[src/rtl/video_write_arbiter.sv]
// rtl/video_write_arbiter.sv - round-robin arbiter for the video memory write port
// Locked bursts, blackout stall, registered write strobe/data, one-cycle ack per write.
module video_write_arbiter #(
    parameter int NREQ      = 3,
    parameter int ADDR_W    = 16,
    parameter int DATA_W    = 24,
    parameter int MAX_BURST = 8
) (
    input  logic                     clk,
    input  logic                     reset,
    input  logic [NREQ-1:0]          req,
    input  logic [NREQ-1:0]          lock,
    input  logic [NREQ*ADDR_W-1:0]   req_address,
    input  logic [NREQ*DATA_W-1:0]   req_value,
    input  logic [NREQ*DATA_W-1:0]   req_mask,
    input  logic                     blackout,
    output logic [NREQ-1:0]          ack,
    output logic                     video_write,
    output logic [ADDR_W-1:0]        video_address,
    output logic [DATA_W-1:0]        video_value,
    output logic [DATA_W-1:0]        video_mask,
    output logic [1:0]               grant_id,
    output logic                     busy
);

    typedef enum logic [1:0] {IDLE, WRITE, HOLD} state_t;

    state_t      state, state_next;
    logic [1:0]  ptr;
    logic [7:0]  count;
    logic [1:0]  winner;
    logic        winner_valid;
    logic [1:0]  sel;
    logic        issue;

    logic [ADDR_W-1:0] addr_arr  [NREQ];
    logic [DATA_W-1:0] value_arr [NREQ];
    logic [DATA_W-1:0] mask_arr  [NREQ];

    always_comb begin
        for (int i = 0; i < NREQ; i++) begin
            addr_arr[i]  = req_address[i*ADDR_W +: ADDR_W];
            value_arr[i] = req_value[i*DATA_W +: DATA_W];
            mask_arr[i]  = req_mask[i*DATA_W +: DATA_W];
        end
    end

    // Scan from the farthest candidate down so the nearest one after ptr wins.
    always_comb begin
        logic [2:0] sum;
        logic [1:0] cand;
        winner       = '0;
        winner_valid = 1'b0;
        sum          = '0;
        cand         = '0;
        for (int k = NREQ; k >= 1; k--) begin
            sum = {1'b0, ptr} + 3'(k);
            if (sum >= 3'(NREQ))
                sum = sum - 3'(NREQ);
            cand = sum[1:0];
            if (req[cand]) begin
                winner       = cand;
                winner_valid = 1'b1;
            end
        end
    end

    always_comb begin
        state_next = state;
        issue      = 1'b0;
        sel        = grant_id;
        case (state)
            IDLE: begin
                if (!blackout && winner_valid) begin
                    issue      = 1'b1;
                    sel        = winner;
                    state_next = WRITE;
                end
            end
            WRITE: begin
                if (lock[grant_id] && req[grant_id] && count < 8'(MAX_BURST))
                    state_next = HOLD;
                else
                    state_next = IDLE;
            end
            HOLD: begin
                if (!req[grant_id] || !lock[grant_id]) begin
                    state_next = IDLE;
                end else if (!blackout) begin
                    issue      = 1'b1;
                    state_next = WRITE;
                end
            end
            default: state_next = IDLE;
        endcase
    end

    always_ff @(posedge clk) begin
        if (reset) begin
            state         <= IDLE;
            ptr           <= 2'(NREQ - 1);
            count         <= '0;
            ack           <= '0;
            video_write   <= 1'b0;
            video_address <= '0;
            video_value   <= '0;
            video_mask    <= '0;
            grant_id      <= '0;
            busy          <= 1'b0;
        end else begin
            state       <= state_next;
            busy        <= (state_next != IDLE);
            video_write <= issue;
            ack         <= issue ? ({{(NREQ-1){1'b0}}, 1'b1} << sel) : '0;
            if (issue) begin
                video_address <= addr_arr[sel];
                video_value   <= value_arr[sel];
                video_mask    <= mask_arr[sel];
                grant_id      <= sel;
                // A fresh grant moves the pointer; burst continuations keep it.
                if (state == IDLE) begin
                    ptr   <= sel;
                    count <= 8'd1;
                end else begin
                    count <= count + 8'd1;
                end
            end
        end
    end

endmodule

[config.mk]
export PLATFORM = sky130hd
export DESIGN_NAME = video_write_arbiter
export DESIGN_NICKNAME = d
export VERILOG_FILES = /design/src/rtl/video_write_arbiter.sv
export SDC_FILE = /design/constraint.sdc
export NUM_CORES = 1
export LEC_CHECK = 0
export ABC_AREA = 1
export CORE_MARGIN = 3
export CORE_UTILIZATION = 40
export CTS_CLUSTER_DIAMETER = 120
export DETAILED_ROUTE_END_ITERATION = 7
export PLACE_DENSITY_LB_ADDON = 0.15
export SETUP_SLACK_MARGIN = 0.02
export SYNTH_ARGS = -nofsm -noshare
export SYNTH_HDL_FRONTEND = slang
export SYNTH_SLANG_ARGS = --single-unit
[constraint.sdc]
create_clock -name clk -period 6.1 [get_ports clk]
set_input_delay 0.915 -clock clk [delete_from_list [all_inputs] [get_ports clk]]
set_output_delay 0.915 -clock clk [all_outputs]
set_load 0.02 [all_outputs]
# Word-level counts from Yosys, hierarchy flattened
# Index checks and enable logic that the tools add are counted.
word_totals:
  register_bits: 83
  input_bits: 201
  out_inout_bits: 71
  word_cells: 82
op_classes:
  n_addsub: 7
  order_cmp: 9
  eq_ne: 2
  shifts: 1
  muxes: 40
  bitwise_logic: 2
  n_reduce_logical: 11
ops:
  columns: ["operator", "n"]
  rows:
  - ["24-bit binary-select mux with 2-bit select", 2]
  - ["24-bit two-way mux", 4]
  - ["16-bit binary-select mux with 2-bit select", 1]
  - ["16-bit two-way mux", 2]
  - ["2-bit two-way mux", 12]
  - ["2-bit by 3-bit < comparator with 1-bit output (second input constant)", 4]
  - ["1-bit two-way mux", 11]
  - ["1-bit binary-select mux with 2-bit select", 5]
  - ["3-bit by 2-bit >= comparator with 1-bit output (second input constant)", 3]
  - ["8-bit by 1-bit adder with 8-bit output (second input constant)", 1]
  - ["8-bit by 4-bit < comparator with 1-bit output (second input constant)", 1]
  - ["8-bit two-way mux", 1]
  - ["2-bit by 2-bit adder with 3-bit output (second input constant)", 2]
  - ["2-bit one-hot mux with 3 select lines", 1]
  - ["2-bit subtractor (second input constant)", 3]
  - ["2-bit by 1-bit adder with 3-bit output (second input constant)", 1]
  - ["3-bit >= comparator (second input constant)", 1]
  - ["1-bit logical AND", 3]
  - ["1-bit zero test", 3]
  - ["2-bit inverter with 3-bit output", 1]
  - ["1-bit by 2-bit left shift with 3-bit output (first input constant)", 1]
  - ["2-bit by 1-bit == test with 1-bit output (second input constant)", 1]
  - ["2-bit == test (second input constant)", 1]
  - ["2-bit zero test", 1]
  - ["6 further kinds", 6]

# Longest topological paths before layout
# Gate-level depths: netlist of run 1.
depth:
  ltp_word: 15
  ltp_mapped: 18
  depth_no_buf: 16

# Worst setup path after synthesis of run 1
# OpenSTA, ideal clock, no wires.
synth_path:
  path_kind: "reg2reg"
  from: "register ptr[0]"
  to: "register video_address[6]"
  setup_time_ns: 0.128
  arrival_time_ns: 2.049
  required_time_ns: 5.972
  slack_ns: 3.923
  path_stages_with_launch: 18
  n_path_buf: 3
  period_less_slack_ns: 2.177
  cell_sequence: "dfxtp_1 -> inv_1 -> ha_1 -> buf_6 -> inv_2 -> nand2_1 -> nand2_1 -> nand2_1 -> nand2_1 -> nand3_1 -> nand2_2 -> nand2_1 -> nand2_1 -> buf_4 -> buf_2 -> nand2_1 -> nand2_1 -> a21oi_1"
synth_via:
  elab_chain_len: 15
  elab_cells_between_ends: 33
  classes_between: "add/sub (6); order compare (3); mux (22); bitwise (1); reduce/logical (1)"
synth_lines:
  columns: ["item", "line_no", "source"]
  rows:
  - ["start: declaration", "29", "logic [1:0] ptr;"]
  - ["start signal: assignment", "101", "ptr <= 2'(NREQ - 1);"]
  - ["start signal: assignment", "122", "ptr <= sel;"]
  - ["2-bit by 2-bit adder with 3-bit output", "57", "sum = {1'b0, ptr} + 3'(k);"]
  - ["3-bit by 2-bit >= comparator with 1-bit output or 2-bit subtractor (tied branches)", "58, 59", null]
  - ["2-bit two-way mux", "58", "if (sum >= 3'(NREQ))"]
  - ["1-bit binary-select mux with 2-bit select", "61", "if (req[cand]) begin"]
  - ["1-bit two-way mux (not written as such)", "61", null]
  - ["1-bit two-way mux (3 in a row)", "61", null]
  - ["1-bit logical AND", "74", "if (!blackout && winner_valid) begin"]
  - ["2-bit two-way mux", "74", null]
  - ["2-bit two-way mux", "72", "case (state)"]
  - ["2-bit inverter with 3-bit output (not written as such)", "116", "video_address <= addr_arr[sel];"]
  - ["16-bit binary-select mux with 2-bit select", "116", null]
  - ["16-bit two-way mux (not written as such) (2 in a row)", "116", null]
  - ["end signal: assignment", "116", null]
  - ["end: declaration", "19", "output logic [ADDR_W-1:0] video_address,"]
# Parallel ways exist; a longest one is shown, timed or not. The select of a mux whose other input is x is not followed.
# A chain may end at the register's enable or synchronous reset.

# Final worst setup path of run 1
layout_path:
  from: "register ptr[0]"
  to: "register video_value[20]"
layout_via:
  elab_chain_len: 15
  elab_cells_between_ends: 33
  classes_between: "add/sub (6); order compare (3); mux (22); bitwise (1); reduce/logical (1)"
layout_lines:
  columns: ["item", "line_no", "source"]
  rows:
  - ["2-bit by 2-bit adder with 3-bit output", "57", null]
  - ["3-bit by 2-bit >= comparator with 1-bit output or 2-bit subtractor (tied branches)", "58, 59", null]
  - ["2-bit two-way mux", "58", null]
  - ["1-bit binary-select mux with 2-bit select", "61", null]
  - ["1-bit two-way mux (not written as such)", "61", null]
  - ["1-bit two-way mux (3 in a row)", "61", null]
  - ["1-bit logical AND", "74", null]
  - ["2-bit two-way mux", "74", null]
  - ["2-bit two-way mux", "72", null]
  - ["2-bit inverter with 3-bit output (not written as such)", "117", "video_value <= value_arr[sel];"]
  - ["24-bit binary-select mux with 2-bit select", "117", null]
  - ["24-bit two-way mux (not written as such) (2 in a row)", "117", null]
  - ["end signal: assignment", "117", null]
  - ["end: declaration", "20", "output logic [DATA_W-1:0] video_value,"]
# Parallel ways exist; a longest one is shown, timed or not. The select of a mux whose other input is x is not followed.

==> impl_metrics.env, run 1 <==
export IMPL_run_status="finished clean"
export IMPL_synth_top_family_by_area="simple AND/OR/NAND/NOR gates"
export IMPL_ys_ff_latch=83
export IMPL_post_route_util_pct=61.6
export IMPL_path_buf_inv=3
export IMPL_syn_inst=999
export IMPL_criticalPathCategory="reg2reg"
export IMPL_synth_edff_count=0
export IMPL_yosys_area_top_type="dfxtp_1"
export IMPL_cts_buffers=9
export IMPL_max_stage_delay_ps=520
export IMPL_drc_errors=0
export IMPL_hp_class="reg2reg"
export IMPL_hold_buffers=0
export IMPL_cts_max_path_buffers=2
export IMPL_cts_tree="done"
export IMPL_power_per_cell_area_nw_per_um2=500
export IMPL_synthDominantCellAreaShare_pct=27.7
export IMPL_cts_resized_gates=0
export IMPL_dieArea_sq_um=16500
export IMPL_gp_congestion=0.918
export IMPL_post_route_period_util_pct=61.9
export IMPL_clk_latency_ps=340
export IMPL_synthAdderAreaFrac_pct=0.834
export IMPL_cp_top_family="simple AND/OR/NAND/NOR gates"
export IMPL_yosys_most_used_dff="dfxtp_1"
export IMPL_regArea_sq_um=1660
export IMPL_area_growth_pct=49.6
export IMPL_fmax_mhz=265
export IMPL_synth_area_sq_um=6000
export IMPL_die_y_microns=129
export IMPL_relSlewSlack_pct=44.4
export IMPL_clk_pin_slew_ps=60
export IMPL_cts_sinks=83
export IMPL_final_setup_tns_ps=0
export IMPL_first_global_vias=6463
export IMPL_boundaryPins=272
export IMPL_drive_gt1_share_pct=3.34
export IMPL_track_usage_pct=24.2
export IMPL_vias=6880
export IMPL_synth_compound_area_share_pct=14.7
export IMPL_hold_viol=0
export IMPL_synth_xor_area_share_pct=0.146
export IMPL_start_kind="register"
export IMPL_grt_overflow=0
export IMPL_cp_max_fo=38
export IMPL_synth_simple_gate_area_share_pct=40.4
export IMPL_slowest_stage="nand2_2"
export IMPL_viasPerCell=4.88
export IMPL_crit_top_cell="nand2_2"
export IMPL_finalSetupViolCount=0
export IMPL_fp_row_count=44
export IMPL_grt_max_degree=74
export IMPL_chipWidth_microns=129
export IMPL_clock_root_buffer="clkbuf_16"
export IMPL_grt_pass1_wl_microns=32500
export IMPL_antenna_found_initial=0
export IMPL_synth_mux_area_share_pct=0
export IMPL_synthTopCellsByArea="dfxtp_1 28%, nand2_1 23%, inv_1 9.4%, nand3b_1 8.1%, o21bai_1 8.0%"
export IMPL_drt_iter0_drc=439
export IMPL_rsz0062_at_grt="false"
export IMPL_n_antenna_cell=0
export IMPL_ant_nets=0
export IMPL_wl_per_cell_microns=14.6
export IMPL_cts_setup_buffers=0
export IMPL_synth_nets=1204
export IMPL_fin_crit_ps=3780
export IMPL_worstMarginPinSlew_ps=834
export IMPL_port_buffers=271
export IMPL_wirelength_microns=20700
export IMPL_dpl_hpwl_microns=14000
export IMPL_yosysWarnings=0
export IMPL_synth_common_cells="367 x nand2_1, 151 x inv_1, 83 x dfxtp_1, 80 x nand3_1, 72 x a21oi_1"
export IMPL_multiInputGateArea_sq_um=3380
export IMPL_fill_cells=1437
export IMPL_cap_violations=0
export IMPL_synth_most_common_cell="nand2_1"
export IMPL_required_ps=6290
export IMPL_arrival_ps=3970
export IMPL_drv_slew=0
export IMPL_avgSynthCellArea_sq_um=6.01
export IMPL_rrSetupSlack_ps=2320
export IMPL_cp_cell_sequence="inv_1 > ha_1 > inv_2 > nand2_1 > nand2_1 > a21oi_1 > nand3_1 > nand2_2 > nand2_2 > nand2_4 > nand2_2 > buf_12 > o21bai_1 > a21oi_1"
export IMPL_cp_end_kind="register"
export IMPL_dr_pass1_iters=7
export IMPL_synth_cell_types=29
export IMPL_htreeDepth=3
export IMPL_core_sq_um=14600
export IMPL_synth_async_reset_ratio_pct=0
export IMPL_peakVddDrop_mv=0.303
export IMPL_start_util_pct=41.1
export IMPL_synth_seq_area_share_pct=27.7
export IMPL_power_static_leakage_uw=0.00456
export IMPL_fin_nets=1426
export IMPL_skew_ps=6.11
-- logic make-up after synthesis --
logic type,Yosys count
AND/OR/NAND/NOR,542
buffers and inverters,227
AO/OA/AOI/OAI,142
flip-flops,83
adder cells (fa/ha/maj),4
XOR/XNOR,1
-- worst paths after layout --
kind,depth (start not counted),start,end
max reg2reg,14,ptr[0]$_SDFFE_PP0P_,video_value[20]$_SDFFE_PP0N_
min,2,count[6]$_SDFFE_PP0N_,count[6]$_SDFFE_PP0N_
max,14,ptr[0]$_SDFFE_PP0P_,video_value[20]$_SDFFE_PP0N_
min reg2reg,2,count[6]$_SDFFE_PP0N_,count[6]$_SDFFE_PP0N_
-- registers in the layout (all words and copies together) (netlist names) --
register       cells
state              2
video_address     16
video_value       24
video_write        1
busy               1
video_mask        24
count              8
grant_id           2
ack                3
ptr                2
-- stage by stage --
| stage | hold WS, ps | cell area (sq um) | instances | power [uW] | setup WS, ps |
|---|---|---|---|---|---|
| final | 505 | 8980 | 1410 | 4500 | 2320 |
| after global routing | 554 | 8980 | 1410 | 4870 | 1960 |
| after CTS | 503 | 8980 | 1410 | 4520 | 2320 |
| after detailed placement | 494 | 8670 | 1394 | 3920 | 2010 |
| after global placement | 494 | 8670 | 1394 | 3900 | 2110 |
| after floorplan | 463 | 6000 | 999 | 2980 | 3920 |
-- worst register-to-register path: stages (launching register included) --
cell	delay, ps
dfxtp_1	420
inv_1	160
ha_1	510
inv_2	100
nand2_1	80
nand2_1	50
a21oi_1	120
nand3_1	160
nand2_2	520
nand2_2	130
nand2_4	320
nand2_2	460
buf_12	350
o21bai_1	180
a21oi_1	70
-- area by class of cell --
class,count,area share (%)
clock inverters,5,0.864
flip-flops and latches,83,18.5
repair buffers,282,31.4
well taps,184,2.56
clock buffers,11,2.59
multi-input cells,689,37.6
inverters,156,6.52
-- layout by cell type (no fill, tap or decap), types with 2 or more instances in the layout --
| cell type | n |
|---|---|
| ha_1 | 4 |
| clkinv_2 | 2 |
| dfxtp_1 | 83 |
| nor3_1 | 5 |
| o21ai_0 | 2 |
| nand3_1 | 80 |
| nand2_2 | 7 |
| inv_2 | 5 |
| nor2_1 | 12 |
| a21oi_1 | 72 |
| nand4_1 | 3 |
| clkdlybuf4s50_1 | 271 |
| clkbuf_1 | 2 |
| buf_12 | 2 |
| o211ai_1 | 2 |
| o21bai_1 | 64 |
| nand3b_1 | 65 |
| clkbuf_16 | 9 |
| inv_1 | 151 |
| buf_4 | 9 |
| nor4_1 | 3 |
| bufinv_16 | 2 |
| nand2_1 | 363 |
-- power by group --
group | internal, uW | leakage, uW | total (uW) | switching, uW
Clock | 358 | 0.000150 | 587 | 229
Combinational | 1200 | 0.00372 | 2990 | 1790
Sequential | 797 | 0.000685 | 922 | 125
Total | 2350 | 0.00456 | 4500 | 2140
-- per-layer routing --
layer,global-route usage [%],vias up,share of wire [%]
li1,-,3547,-
met5,0,-,0
met2,40.3,253,46
met1,30.4,3052,43
met4,8.21,0,2.3
met3,6.27,28,8.8
(Power assumes the default switching activity.)
==> run 2, diff against run 1 <==
--- a/config.mk
+++ b/config.mk
@@ -7,7 +7,7 @@
 export LEC_CHECK = 0
 export ABC_AREA = 1
 export CORE_MARGIN = 3
-export CORE_UTILIZATION = 40
+export CORE_UTILIZATION = 39
 export CTS_CLUSTER_DIAMETER = 120
 export DETAILED_ROUTE_END_ITERATION = 7
 export PLACE_DENSITY_LB_ADDON = 0.15
==> constraint.sdc (replaced) <==
create_clock -name clk -period 3.1 [get_ports clk]
set_input_delay 0.465 -clock clk [delete_from_list [all_inputs] [get_ports clk]]
set_output_delay 0.465 -clock clk [all_outputs]
set_load 0.02 [all_outputs]
==> run 2 against run 1 <==
  * Routed wire length up 2.5%
  * Via count up 0.20%
  * Critical path depth unchanged
  * Non-clock buffer count up 8
  * Utilization down 0.38 points
  * Register-to-register slack worse by 2000 ps
  * Sequential power up 97%
  * Design area up 0.88%
  * Global-route usage down 0.23 points
  * Combinational power up 100%
  * Critical endpoint is now video_mask[23]$_SDFFE_PP0N_
==> impl_metrics.env, run 2 (synthesis gave the netlist of run 1 again) <==
export IMPL_power_per_cell_area_nw_per_um2=991
export IMPL_drv_slew=0
export IMPL_cap_violations=0
export IMPL_rsz0062_at_grt="false"
export IMPL_reg_top3="video_mask x24, video_value x24, video_address x16"
export IMPL_chipWidth_microns=130
export IMPL_power_static_leakage_uw=0.00460
export IMPL_placed_cell_area_sq_um=8750
export IMPL_grt_overflow=0
export IMPL_drt_iter0_drc=441
export IMPL_area_growth_pct=51.0
export IMPL_n_antenna_cell=0
export IMPL_post_route_util_pct=61.2
export IMPL_dieArea_sq_um=16900
export IMPL_required_ps=3310
export IMPL_track_usage_pct=23.9
export IMPL_run_status="finished clean"
export IMPL_cts_resized_gates=0
export IMPL_vias=6894
export IMPL_fmax_mhz=358
export IMPL_post_route_period_util_pct=90.1
export IMPL_drc_errors=0
export IMPL_arrival_ps=3000
export IMPL_relSlewSlack_pct=50.1
export IMPL_clk_pin_slew_ps=60
export IMPL_cp_max_fo=29
export IMPL_peakVddDrop_mv=0.868
export IMPL_fin_area_sq_um=9060
export IMPL_cts_sinks=83
export IMPL_start_kind="register"
export IMPL_finalSetupViolCount=0
export IMPL_fill_cells=1446
export IMPL_grt_pass1_wl_microns=32400
export IMPL_wirelength_microns=21200
export IMPL_core_sq_um=14800
export IMPL_final_setup_tns_ps=0
export IMPL_criticalPathCategory="reg2reg"
export IMPL_hold_buffers=0
export IMPL_layout_commonest_cell="nand2_1"
export IMPL_ant_nets=0
export IMPL_layout_common_cells="363 x nand2_1, 271 x clkdlybuf4s50_1, 151 x inv_1"
export IMPL_antenna_found_initial=0
export IMPL_boundaryPins=272
export IMPL_htreeDepth=3
export IMPL_hp_class="reg2reg"
export IMPL_grt_max_degree=65
export IMPL_die_y_microns=130
export IMPL_start_util_pct=40.5
export IMPL_cts_tree="done"
export IMPL_regArea_sq_um=1660
export IMPL_fp_row_count=44
export IMPL_worstMarginPinSlew_ps=749
export IMPL_hold_viol=0
export IMPL_gp_congestion=0.921
export IMPL_cts_buffers=9
export IMPL_clk_latency_ps=340
export IMPL_viasPerCell=4.87
export IMPL_dr_pass1_iters=5
export IMPL_port_buffers=271
export IMPL_drive_gt1_share_pct=4.06
export IMPL_wl_per_cell_microns=14.9
export IMPL_multiInputGateArea_sq_um=3380
export IMPL_cts_setup_buffers=0
export IMPL_first_global_vias=6373
export IMPL_skew_ps=3.75
export IMPL_dpl_hpwl_microns=14800
export IMPL_fin_crit_ps=2790
export IMPL_clock_root_buffer="clkbuf_16"
export IMPL_cts_max_path_buffers=2
export IMPL_cp_end_kind="register"
export IMPL_fin_nets=1434
## run 2: cell count changes in the layout (fill, tap and decap cells not counted), sizes merged
cell    delta
buf        +8
clkbuf     -1
## run 2: worst max-delay path, cell delays in order, from the launching register on
cell	delay, ps
dfxtp_1	390
inv_1	130
ha_1	490
inv_2	100
nand3_2	110
inv_2	30
a21oi_1	110
nand3_1	140
nand2_2	160
nand2_2	250
nand2_2	190
buf_4	330
nand2_1	100
nand2_1	70
a21oi_1	60
## run 2: final cells by class
class	count	share of cell area, %
multi-input cells	689	37.2
repair buffers	290	31.9
flip-flops and latches	83	18.3
inverters	156	6.46
clock buffers	10	2.64
well taps	184	2.54
clock inverters	5	0.856
## run 2: stage by stage
stage,total power [uW],setup WS (ps),hold slack [ps],cells
6_report,8980,307,504,1417
3_5_place_dp,7810,344,491,1402
5_1_grt,9750,30.0,527,1417
4_1_cts,9020,324,502,1417
3_3_place_gp,7790,416,484,1402
2_1_floorplan,5860,923,463,999
## run 2: metal layers
| layer | up-vias | global-route usage (%) | wire length, microns |
|---|---|---|---|
| li1 | 3553 | - | - |
| met3 | 30 | 5.89 | 1780 |
| met4 | 0 | 8.92 | 485 |
| met2 | 252 | 39.0 | 9750 |
| met5 | - | 0 | 0 |
| met1 | 3059 | 30.6 | 9150 |
## run 2: final timing paths
kind	slack (ps)	start	end	depth (start not counted)
max	310	ptr[0]$_SDFFE_PP0P_	video_mask[23]$_SDFFE_PP0N_	14
min	500	count[7]$_SDFFE_PP0N_	count[7]$_SDFFE_PP0N_	2
max reg2reg	310	ptr[0]$_SDFFE_PP0P_	video_mask[23]$_SDFFE_PP0N_	14
min reg2reg	500	count[7]$_SDFFE_PP0N_	count[7]$_SDFFE_PP0N_	2
## run 2: power breakdown
group | switching (uW) | total (uW) | leakage (uW) | internal [uW]
Sequential | 249 | 1820 | 0.000685 | 1570
Clock | 455 | 1180 | 0.000154 | 721
Combinational | 3560 | 5990 | 0.00376 | 2430
Total | 4270 | 8980 | 0.00460 | 4720
==> run 3, diff against run 2 <==
--- a/config.mk
+++ b/config.mk
@@ -6,6 +6,7 @@
 export NUM_CORES = 1
 export LEC_CHECK = 0
 export ABC_AREA = 1
+export CORE_ASPECT_RATIO = 1.75
 export CORE_MARGIN = 3
 export CORE_UTILIZATION = 39
 export CTS_CLUSTER_DIAMETER = 120
==> run 3 against run 2 <==
  * Design area did not move
  * Count of clock-buffer cells in the layout fell by 1
  * Sequential power barely moved
  * Die area rose by 0.34%
  * Combinational power rose by 2%
  * Largest cell class unchanged
  * Register-to-register slack improved by 90 ps
  * Largest power group unchanged
  * Power rose by 0.40%
  * Sequential cell count did not move
  * Worst hold slack improved by 12 ps
  * Critical endpoint is now video_mask[12]$_SDFFE_PP0N_
  * Via count rose by 1.2%
  * Non-clock buffer count rose by 2
  * Maximum frequency rose by 3.4%
==> impl_metrics.env, run 3 (synthesis gave the netlist of run 1 again) <==
export IMPL_run_status="finished clean"
export IMPL_grt_max_degree=51
export IMPL_p_clk_share_pct=12.3
export IMPL_finalSetupViolCount=0
export IMPL_sw_frac_of_total_pct=48.1
export IMPL_drv_slew=0
export IMPL_viasPerCell=4.91
export IMPL_switching_power_uw=4330
export IMPL_dr_pass1_iters=5
export IMPL_clk_latency_ps=350
export IMPL_fin_nets=1436
export IMPL_rrSetupSlack_ps=400
export IMPL_power_static_leakage_uw=0.00460
export IMPL_cts_resized_gates=0
export IMPL_max_stage_delay_ps=490
export IMPL_fin_area_sq_um=9060
export IMPL_rsz0062_at_grt="false"
export IMPL_combPwrFrac_pct=67.7
export IMPL_cts_sinks=83
export IMPL_clock_root_buffer="clkbuf_16"
export IMPL_area_growth_pct=51.0
export IMPL_hold_buffers=0
export IMPL_reg_top3="video_mask x24, video_value x24, video_address x16"
export IMPL_cp_top_family="simple AND/OR/NAND/NOR gates"
export IMPL_intPower_uw=4680
export IMPL_port_buffers=271
export IMPL_fill_cells=1480
export IMPL_grt_overflow=0
export IMPL_post_route_period_util_pct=87.1
export IMPL_peakVddDrop_mv=0.564
export IMPL_required_ps=3330
export IMPL_start_util_pct=40.1
export IMPL_cts_buffers=9
export IMPL_antenna_found_initial=1
export IMPL_final_setup_tns_ps=0
export IMPL_arrival_ps=2930
export IMPL_grt_pass1_wl_microns=33700
export IMPL_cap_violations=0
export IMPL_hold_viol=0
export IMPL_gp_congestion=0.881
export IMPL_criticalPathCategory="reg2reg"
export IMPL_first_global_vias=6708
export IMPL_crit_top_cell="nand2_1"
export IMPL_cts_setup_buffers=0
export IMPL_skew_ps=6.27
export IMPL_placed_cell_area_sq_um=8760
export IMPL_vias=6976
export IMPL_wl_per_cell_microns=15.2
export IMPL_dpl_hpwl_microns=15500
export IMPL_die_y_microns=170
export IMPL_power_per_cell_area_nw_per_um2=995
export IMPL_fmax_mhz=370
export IMPL_ant_nets=0
export IMPL_cp_end_kind="register"
export IMPL_htreeDepth=3
export IMPL_fp_row_count=59
export IMPL_worstMarginPinSlew_ps=565
export IMPL_seqPwrFrac_pct=20.0
export IMPL_layout_commonest_cell="nand2_1"
export IMPL_track_usage_pct=24.8
export IMPL_slowest_stage="ha_1"
export IMPL_wirelength_microns=21600
export IMPL_relSlewSlack_pct=62.4
export IMPL_boundaryPins=272
export IMPL_cp_max_fo=50
export IMPL_drc_errors=0
export IMPL_core_sq_um=15000
export IMPL_fin_crit_ps=2700
export IMPL_cp_cell_sequence="inv_1 > ha_1 > inv_2 > nand2_1 > nand2_1 > a21oi_1 > nand3_1 > nand2_2 > nand2_2 > nand2_2 > buf_4 > nand2_1 > nand2_1 > a21oi_1"
export IMPL_chipWidth_microns=99.8
export IMPL_dieArea_sq_um=17000
export IMPL_hp_class="reg2reg"
export IMPL_drive_gt1_share_pct=4.29
export IMPL_path_buf_inv=3
export IMPL_clk_pin_slew_ps=70
export IMPL_start_kind="register"
export IMPL_layout_common_cells="363 x nand2_1, 271 x clkdlybuf4s50_1, 151 x inv_1"
export IMPL_cts_tree="done"
export IMPL_drt_iter0_drc=210
export IMPL_cts_max_path_buffers=2
## run 3: power by group through the flow
stage	Clock, uW	Sequential (uW)	Combinational, uW
2_1_floorplan	0	2370	3490
3_3_place_gp	0	1810	6080
3_5_place_dp	0	1820	6110
4_1_cts	1130	1800	6140
5_1_grt	1180	1870	6720
6_report	1110	1800	6100
## run 3: path summary, 6_finish.rpt
kind,startpoint,end,cells past startpoint
hold reg to reg,count[6]$_SDFFE_PP0N_,count[6]$_SDFFE_PP0N_,2
setup reg to reg,ptr[0]$_SDFFE_PP0P_,video_mask[12]$_SDFFE_PP0N_,14
hold / removal,count[6]$_SDFFE_PP0N_,count[6]$_SDFFE_PP0N_,2
setup / recovery,ptr[0]$_SDFFE_PP0P_,video_mask[12]$_SDFFE_PP0N_,14
## run 3: routing by layer
metal | vias to the layer above | wire length (microns) | part of all wire (%) | GRT usage [%]
li1 | 3566 | - | - | -
met2 | 231 | 11300 | 52 | 45.9
met4 | 0 | 703 | 3.2 | 10.1
met1 | 3136 | 8220 | 38 | 26.8
met5 | - | 0 | 0 | 0
met3 | 43 | 1400 | 6.5 | 5.46
## run 3: layout make-up
cell class                 instances  area, sq um  share of cell area [%]
multi-input combinational        689         3380                    37.2
timing repair buffer             292         2910                    32.1
sequential                        83         1660                    18.3
inverter                         156          586                    6.46
tap                              183          229                    2.53
clock buffer                       9          225                    2.49
clock inverter                     7         75.1                   0.828
antenna                            1         2.50                  0.0276
## run 3: per-stage QoR
step / total power [uW] / hold slack (ps) / util [%] / setup WS, ps / instances
5_1_grt: 9760 / 526 / 60.5 / 88.8 / 1420
3_5_place_dp: 7930 / 493 / 58.5 / 400 / 1403
2_1_floorplan: 5860 / 463 / - / 923 / 999
6_report: 9020 / 516 / 60.5 / 399 / 1420
4_1_cts: 9080 / 516 / 60.5 / 402 / 1419
3_3_place_gp: 7890 / 486 / 58.5 / 466 / 1403
## run 3: worst register-to-register path: cells and delay by family, from the launching register on
family | cells | cell delay, ps
fa+ha+maj | 1 | 490
simple gates | 8 | 810
buf+inv | 3 | 710
compound gates | 2 | 200
flops | 1 | 390
